$ cat src/rtl/icache_pkg.sv
// Shared definitions for the direct-mapped instruction cache:
// geometry, PC field widths and controller state encoding.
package icache_pkg;

    localparam int unsigned NUM_BLOCKS      = 8;
    localparam int unsigned WORDS_PER_BLOCK = 4;
    localparam int unsigned ADDR_BITS       = 10;

    localparam int unsigned TAG_W   = 3;
    localparam int unsigned IDX_W   = 3;
    localparam int unsigned OFF_W   = 2;
    localparam int unsigned BLK_A_W = TAG_W + IDX_W;
    localparam int unsigned BLOCK_W = 128;

    typedef enum logic [1:0] {
        ST_IDLE     = 2'd0,
        ST_MEM_READ = 2'd1,
        ST_UPDATE   = 2'd2
    } state_t;

endpackage

$ cat src/rtl/icache_ctrl.sv
// Miss/fill controller: detects a miss in IDLE, runs the MEM_READ handshake
// for the latched block address, then strobes one array write in UPDATE.
module icache_ctrl
    import icache_pkg::*;
(
    input  logic               CLK,
    input  logic               RESET,
    input  logic               hit,
    input  logic [BLK_A_W-1:0] pc_block,
    input  logic               MEM_BUSYWAIT,
    output logic               MEM_READ,
    output logic [BLK_A_W-1:0] MEM_ADDRESS,
    output logic [BLK_A_W-1:0] miss_addr,
    output logic               busy,
    output logic               capture_en,
    output logic               write_en
);

    state_t state;
    state_t state_next;
    logic   first_cycle;

    always_ff @(posedge CLK) begin
        if (RESET) begin
            state       <= ST_IDLE;
            MEM_READ    <= 1'b0;
            MEM_ADDRESS <= '0;
            miss_addr   <= '0;
            first_cycle <= 1'b0;
        end else begin
            state       <= state_next;
            first_cycle <= 1'b0;
            if (state == ST_IDLE && !hit) begin
                miss_addr   <= pc_block;
                MEM_ADDRESS <= pc_block;
                MEM_READ    <= 1'b1;
                first_cycle <= 1'b1;
            end
            if (capture_en) begin
                MEM_READ <= 1'b0;
            end
        end
    end

    // The first MEM_READ cycle ignores MEM_BUSYWAIT: memory has not yet raised it.
    always_comb begin
        state_next = state;
        busy       = 1'b1;
        capture_en = 1'b0;
        write_en   = 1'b0;
        case (state)
            ST_IDLE: begin
                busy = !hit;
                if (!hit) begin
                    state_next = ST_MEM_READ;
                end
            end
            ST_MEM_READ: begin
                if (!first_cycle && !MEM_BUSYWAIT) begin
                    capture_en = 1'b1;
                    state_next = ST_UPDATE;
                end
            end
            ST_UPDATE: begin
                write_en   = 1'b1;
                state_next = ST_IDLE;
            end
            default: state_next = ST_IDLE;
        endcase
    end

endmodule

$ cat src/rtl/instr_cache.sv
// Direct-mapped read-only instruction cache: 8 lines of 4 words, 0-cycle hit,
// block fill from slow instruction memory on a miss.
module instr_cache
    import icache_pkg::*;
(
    input  logic               CLK,
    input  logic               RESET,
    input  logic [31:0]        PC,
    output logic [31:0]        INSTRUCTION,
    output logic               BUSYWAIT,
    output logic               MEM_READ,
    output logic [5:0]         MEM_ADDRESS,
    input  logic [BLOCK_W-1:0] MEM_READDATA,
    input  logic               MEM_BUSYWAIT
);

    logic [NUM_BLOCKS-1:0] valid;
    logic [TAG_W-1:0]      tag_arr  [NUM_BLOCKS];
    logic [BLOCK_W-1:0]    data_arr [NUM_BLOCKS];
    logic [BLOCK_W-1:0]    fill_buf;

    logic [OFF_W-1:0]   pc_off;
    logic [IDX_W-1:0]   pc_idx;
    logic [TAG_W-1:0]   pc_tag;
    logic [BLK_A_W-1:0] pc_block;
    logic [BLK_A_W-1:0] miss_addr;
    logic [IDX_W-1:0]   miss_idx;
    logic               hit;
    logic               busy;
    logic               capture_en;
    logic               write_en;
    logic               unused_pc_bits;

    assign pc_off         = PC[3:2];
    assign pc_idx         = PC[6:4];
    assign pc_tag         = PC[9:7];
    assign pc_block       = PC[9:4];
    assign miss_idx       = miss_addr[IDX_W-1:0];
    assign unused_pc_bits = ^{PC[31:10], PC[1:0]};

    assign hit         = valid[pc_idx] && (tag_arr[pc_idx] == pc_tag);
    assign BUSYWAIT    = !RESET && busy;
    assign INSTRUCTION = RESET ? '0 : data_arr[pc_idx][{pc_off, 5'b00000} +: 32];

    icache_ctrl u_ctrl (
        .CLK          (CLK),
        .RESET        (RESET),
        .hit          (hit),
        .pc_block     (pc_block),
        .MEM_BUSYWAIT (MEM_BUSYWAIT),
        .MEM_READ     (MEM_READ),
        .MEM_ADDRESS  (MEM_ADDRESS),
        .miss_addr    (miss_addr),
        .busy         (busy),
        .capture_en   (capture_en),
        .write_en     (write_en)
    );

    always_ff @(posedge CLK) begin
        if (capture_en) begin
            fill_buf <= MEM_READDATA;
        end
    end

    always_ff @(posedge CLK) begin
        if (RESET) begin
            valid <= '0;
        end else if (write_en) begin
            valid[miss_idx] <= 1'b1;
        end
    end

    // Tag/data need no reset; gating on RESET aborts a fill caught mid-UPDATE.
    always_ff @(posedge CLK) begin
        if (!RESET && write_en) begin
            tag_arr[miss_idx]  <= miss_addr[BLK_A_W-1:IDX_W];
            data_arr[miss_idx] <= fill_buf;
        end
    end

endmodule

$ cat config.mk
export PLATFORM = sky130hd
export DESIGN_NAME = instr_cache
export DESIGN_NICKNAME = d
export VERILOG_FILES = /design/src/rtl/icache_pkg.sv /design/src/rtl/icache_ctrl.sv /design/src/rtl/instr_cache.sv
export SDC_FILE = /design/constraint.sdc
export NUM_CORES = 1
export LEC_CHECK = 0
export ABC_AREA = 0
export ABC_CLOCK_PERIOD_IN_PS = 17940
export BUFFER_PORTS_ARGS = -buffer_cell sky130_fd_sc_hd__buf_2
export CORE_UTILIZATION = 30
export DETAILED_ROUTE_END_ITERATION = 8
export HOLD_SLACK_MARGIN = 0.15
export PLACE_DENSITY = 0.46
export SLEW_MARGIN = 0
export SYNTH_ARGS = -nofsm -noshare
export SYNTH_HDL_FRONTEND = slang
export SYNTH_SLANG_ARGS = --single-unit
$ cat constraint.sdc
create_clock -name CLK -period 17.94 [get_ports CLK]
set_input_delay 0.897 -clock CLK [delete_from_list [all_inputs] [get_ports CLK]]
set_output_delay 0.897 -clock CLK [all_outputs]
set_load 0.005 [all_outputs]
# Yosys cells after proc, flatten, opt, wreduce, memory -nomap -nowiden
# Memories as Yosys holds them, arrays and structs flattened.
# Index checks and enable logic that the tools add are counted.
word_totals:
  ff_bits: 146
  in_bits: 163
  wordCells: 46
  output_inout_bits: 40
  n_memories: 2
  ram_bits: 1048
classes:
  reduce_logical: 13
  n_shift: 1
  n_eq_ne: 5
  mux: 15
  bitwise: 1
  n_lt_le_gt_ge: 3
memory_table:
  columns: ["name", "words", "width", "rd", "rd_ports_with_merged_regs", "write_ports", "line_no", "text"]
  rows:
  - ["data_arr", 8, 128, 1, 0, 1, "instr_cache.sv:19", "logic [BLOCK_W-1:0] data_arr [NUM_BLOCKS];"]
  - ["tag_arr", 8, 3, 1, 0, 1, "instr_cache.sv:18", "logic [TAG_W-1:0] tag_arr [NUM_BLOCKS];"]
op_table:
  columns: ["cell", "count"]
  rows:
  - ["$shiftx 128x8->32", 1]
  - ["$mux 32", 1]
  - ["$mux 1", 9]
  - ["$lt 3x4->1 const B", 2]
  - ["$or 8x8->8", 1]
  - ["$logic_and 1x1->1", 6]
  - ["$logic_not 1->1", 4]
  - ["$mux 2", 2]
  - ["$pmux 2 s2", 1]
  - ["$bmux 1 s3", 1]
  - ["$demux 1 s3", 1]
  - ["$eq 3x3->1", 1]
  - ["$ge 3x1->1 const B", 1]
  - ["$eq 2x1->1 const B", 1]
  - ["$eq 2x2->1 const B", 1]
  - ["$logic_not 2->1", 1]
  - ["$ne 2x1->1 const B", 1]
  - ["$ne 2x2->1 const B", 1]
  - ["$reduce_and 2->1", 1]
  - ["$reduce_or 2->1", 1]

# Longest topological paths before layout
logic_depth:
  depth_word: 6
  mapped_depth: 8
  depth_no_buf: 5

# Cells and area by module
# Synthesis repeated with hierarchy kept, for this count alone.
unflattened:
  cells_unflattened: 1904
  area_unflattened_um2: 44572.7
modules_own_cells:
  columns: ["module", "area_per_inst_um2", "cells_per_inst", "n_inst"]
  rows:
  - ["instr_cache", 44081.0, 1854, 1]
  - ["icache_ctrl", 491.7, 50, 1]

# Worst setup path after synthesis
# OpenSTA, ideal clock, no wires.
synth_path:
  kind: "input port to flip-flop"
  from: "input port MEM_BUSYWAIT"
  to: "register u_ctrl.state[1]"
  path_buffers: 0
  required_ns: 17.812
  stages: 2
  t_arrival_ns: 13.942
  setup_slack_ns: 3.870
  path_cell_list: "nor4_1 > and2_1"
synth_between:
  elab_chain_cells: 4
synth_lines:
  columns: ["item", "line_no", "text"]
  rows:
  - ["start, declared", "instr_cache.sv:14", "input logic MEM_BUSYWAIT"]
  - ["$logic_not 1->1", "icache_ctrl.sv:59", "if (!first_cycle && !MEM_BUSYWAIT) begin"]
  - ["$logic_and 1x1->1", "icache_ctrl.sv:59", null]
  - ["$ne 2x1->1 (no line)", null, null]
  - ["$reduce_and 2->1 (no line)", null, null]
  - ["end signal, assigned", "icache_ctrl.sv:31", "state <= state_next;"]
  - ["end, declared", "icache_ctrl.sv:19", "state_t state;"]
# No other way between the ends.
# A chain may end at the register's enable or synchronous reset.

# Worst setup path in the final report
layout_path:
  from: "input port PC[4]"
  to: "output port INSTRUCTION[9]"
layout_between:
  elab_chain_cells: 3
layout_lines:
  columns: ["item", "line_no", "text"]
  rows:
  - ["start, declared", "instr_cache.sv:8", "input logic [31:0] PC,"]
  - ["$mem_v2 8x128", null, null]
  - ["$shiftx 128x8->32", "instr_cache.sv:43", "assign INSTRUCTION = RESET ? '0 : data_arr[pc_idx][{pc_off, 5'b00000} +: 32];"]
  - ["$mux 32", "instr_cache.sv:43", null]
  - ["end, declared", "instr_cache.sv:9", "output logic [31:0] INSTRUCTION,"]
# No other way between the ends.

==> summary.txt <==
result of the run: finished clean
cell area after technology mapping: 44340 µm²
final standard cell area without fillers: 51830 µm²
cell repeated most along the worst path: mux4_2
startpoint of the lowest-slack register-to-register path: u_ctrl.state[0]
standard-cell rows: 140
PostCTS Resize Cnt: 0
switching portion of total power: 0.2071
gr ovfl total: 0
final count of hold timing violations: 0
register bit total from synthesis: 1194
global placement routability congestion: 0.6810
setup repair after global routing missed its margin: no
cell-internal power: 4.703 mW
portion of total power attributed to combinational logic: 0.038
Critical Path Slowest Stage Cell: buf_4
cell area after placement: 47660 µm²
post-route antenna net violation count: 0
number of global-route vias before repair: 20.81k
ordered list of cells on the worst path: buf_8, buf_12, buf_4, mux4_2, mux4_2, mux2i_1, nor2_1, buf_2
final critical path time including I/O delays and setup: 5.677 ns
CP peak stage delay: 0.84 ns
detailed-route DRC error count: 0
type of element capturing the critical path: output port
number of distinct library cells after synthesis: 27
effective utilization at floorplan: 0.3035
Hold WC Path Type: in -> reg
aggregate routed wire length: 102700 µm
Floorplan Core Area: 146100 µm²
Max Fanout on Critical Path: 92
TritonCTS clock tree: yes
net load switching power: 1.228 mW
skew final: 0.02284 ns
layout overhead on the synthesized area: 16.90%
die outline area: 149300 µm²
sum of internal, switching and leakage power: 5.931 mW
Setup WS pre-CTS: 12.08 ns
static leakage: 16.34 nW
part of the cycle the worst path needs: 0.3164
share of layout cells above drive strength 1: 0.3510
Clock Sink Count: 1194
launch point of the critical path: PC[4]
number of violations of the max-capacitance limit: 0
sequential cell area fraction in the yosys report: 0.8046
die width: 386.4 µm
PwrDens: 114.4 nW/µm²
Clk pwr share: 0.438
fmax: 176.2 MHz
Final Worst Setup Slack: 12.26 ns
sequential fraction of design power: 0.523
first-iteration detailed-routing DRC count: 1480
clk slew on worst S/H paths: 0.06 ns
Post-Synthesis Cells: 1737
transition time at the pin with the least slew margin: 1.189 ns
Worst Path Class, Setup: in -> out
IO Count: 203
Crit path max-delay family: buffers and inverters
Die H: 386.4 µm
routed vias/inst: 4.753
router iterations before antenna repair: 4
largest voltage drop on the vdd net: 0.08269 mV
endpoint arrival time on the critical path: 4.78 ns
Hold-fix buffers, CTS: 0
NumNets Final: 2158
CTS Root Buffer Type: clkbuf_16
clk_lat worst skew: 0.75 ns
final cell utilization of the core: 0.3548
leading cell type in the layout, fill and taps excluded: edfxtp_1
syn nets: 1900
startpoint of the most critical hold path: MEM_READDATA[32]
detail-routed net length per standard cell: 25.56 µm
first-pass GRT wire length: 149000 µm
YS warnings: 0
highest-count cells in the layout ignoring fill and taps: 1176 x edfxtp_1, 325 x mux4_2, 174 x buf_2, 133 x clkbuf_16, 50 x mux2i_1
Clock Path Buffers: 3
maximum number of pins on one net before global-route repair: 132
vias post-DR: 19.10k
number of antenna violations at the first check in global routing: 12
post-CTS repair timing setup buffer count: 0
Detailed Place HPWL: 52670 µm
tightest slew margin relative to the limit: 0.2072
Post-Synthesis Mean Instance Area: 25.53 µm²
number of buffers and inverters on the critical path: 4
summed negative setup slack over all endpoints: 0 ns
count of input and output buffers: 178
Slew Viols, Final: 0
number of H-tree levels: 4
required time of the critical path: 17.04 ns
cts bufs inserted: 130
startpoint type of the worst setup path: input port
Finish-stage setup viols: 0
GRT Total Usage: 0.1391
==> power groups by stage <==
stage	Sequential, mW	Clock [mW]	Combinational, mW
floorplan	3.16	0	0.141
global placement	3.16	0	0.234
detailed placement	3.16	0	0.234
CTS	3.10	2.68	0.234
global route	3.11	2.78	0.243
finish	3.10	2.60	0.226
==> synthesized netlist by cell type <==
cell,number,share of area
a2111oi_2,1,0.00034
a21o_1,8,0.0014
a21oi_1,1,0.00011
a41oi_4,1,0.00062
and2_1,1,0.00014
and4_4,1,0.00025
buf_1,11,0.00093
buf_2,30,0.0034
buf_6,4,0.0010
buf_8,2,0.00068
clkbuf_1,37,0.0031
dfxtp_1,18,0.0081
edfxtp_1,1176,0.80
inv_1,2,0.00017
mux2_2,1,0.00025
mux2i_1,50,0.011
mux4_2,325,0.17
nand2_1,13,0.0011
nand2b_1,2,0.00028
nand3_1,1,0.00011
nand3b_1,1,0.00017
nor2_1,41,0.0035
nor3_1,4,0.00045
nor4_1,1,0.00014
o21a_1,1,0.00017
or2_2,1,0.00014
xor2_1,3,0.00059
==> final timing paths <==
check	to	slack (ns)	cells past startpoint
setup / recovery	INSTRUCTION[9]	12.26	8
hold / removal	fill_buf[32]	0.32	1
setup reg to reg	data_arr[1][85]	14.98	5
hold reg to reg	valid[6]	0.45	1
==> cell families (layout without fill, tap and decap cells) <==
family / after synthesis / count (layout) / share of synthesized area
flip-flops: 1194 / 1194 / 0.8046
multiplexers: 376 / 376 / 0.1766
buffers and inverters: 86 / 449 / 0.009312
AND/OR/NAND/NOR: 66 / 66 / 0.006265
AO/OA/AOI/OAI: 12 / 12 / 0.002596
XOR/XNOR: 3 / 3 / 0.0005927
other: 0 / 1 / 0
==> metrics by stage <==
stage	hold slack [ns]	instances
after CTS	0.2456	4017
after global routing	0.2683	4017
final	0.3193	4018
after detailed placement	0.4385	3780
after global placement	0.4273	3780
after floorplan	0.4211	1737
==> state kept, by name, summed over array words and instances (netlist names) <==
signal / count
fill_buf: 128
u_ctrl.state: 2
valid: 8
tag_arr: 24
u_ctrl.first_cycle: 1
u_ctrl.MEM_ADDRESS: 6
data_arr: 1024
u_ctrl.MEM_READ: 1
==> metal layers <==
metal,track usage,part of all wire
met1,0.1911,0.45
met2,0.2228,0.49
met3,0.02643,0.041
met4,0.04404,0.021
met5,0,0.00030
==> final cells by class <==
type                    instances  area, µm²
fillers                     13372      94260
flip-flops and latches       1194      35670
multi-input cells             457       8312
clock buffers                 153       3403
well taps                    1917       2399
repair buffers                210       1272
clock inverters                84      759.5
inverters                       2      7.507
diodes                          1      2.502
(Power assumes the default switching activity.)
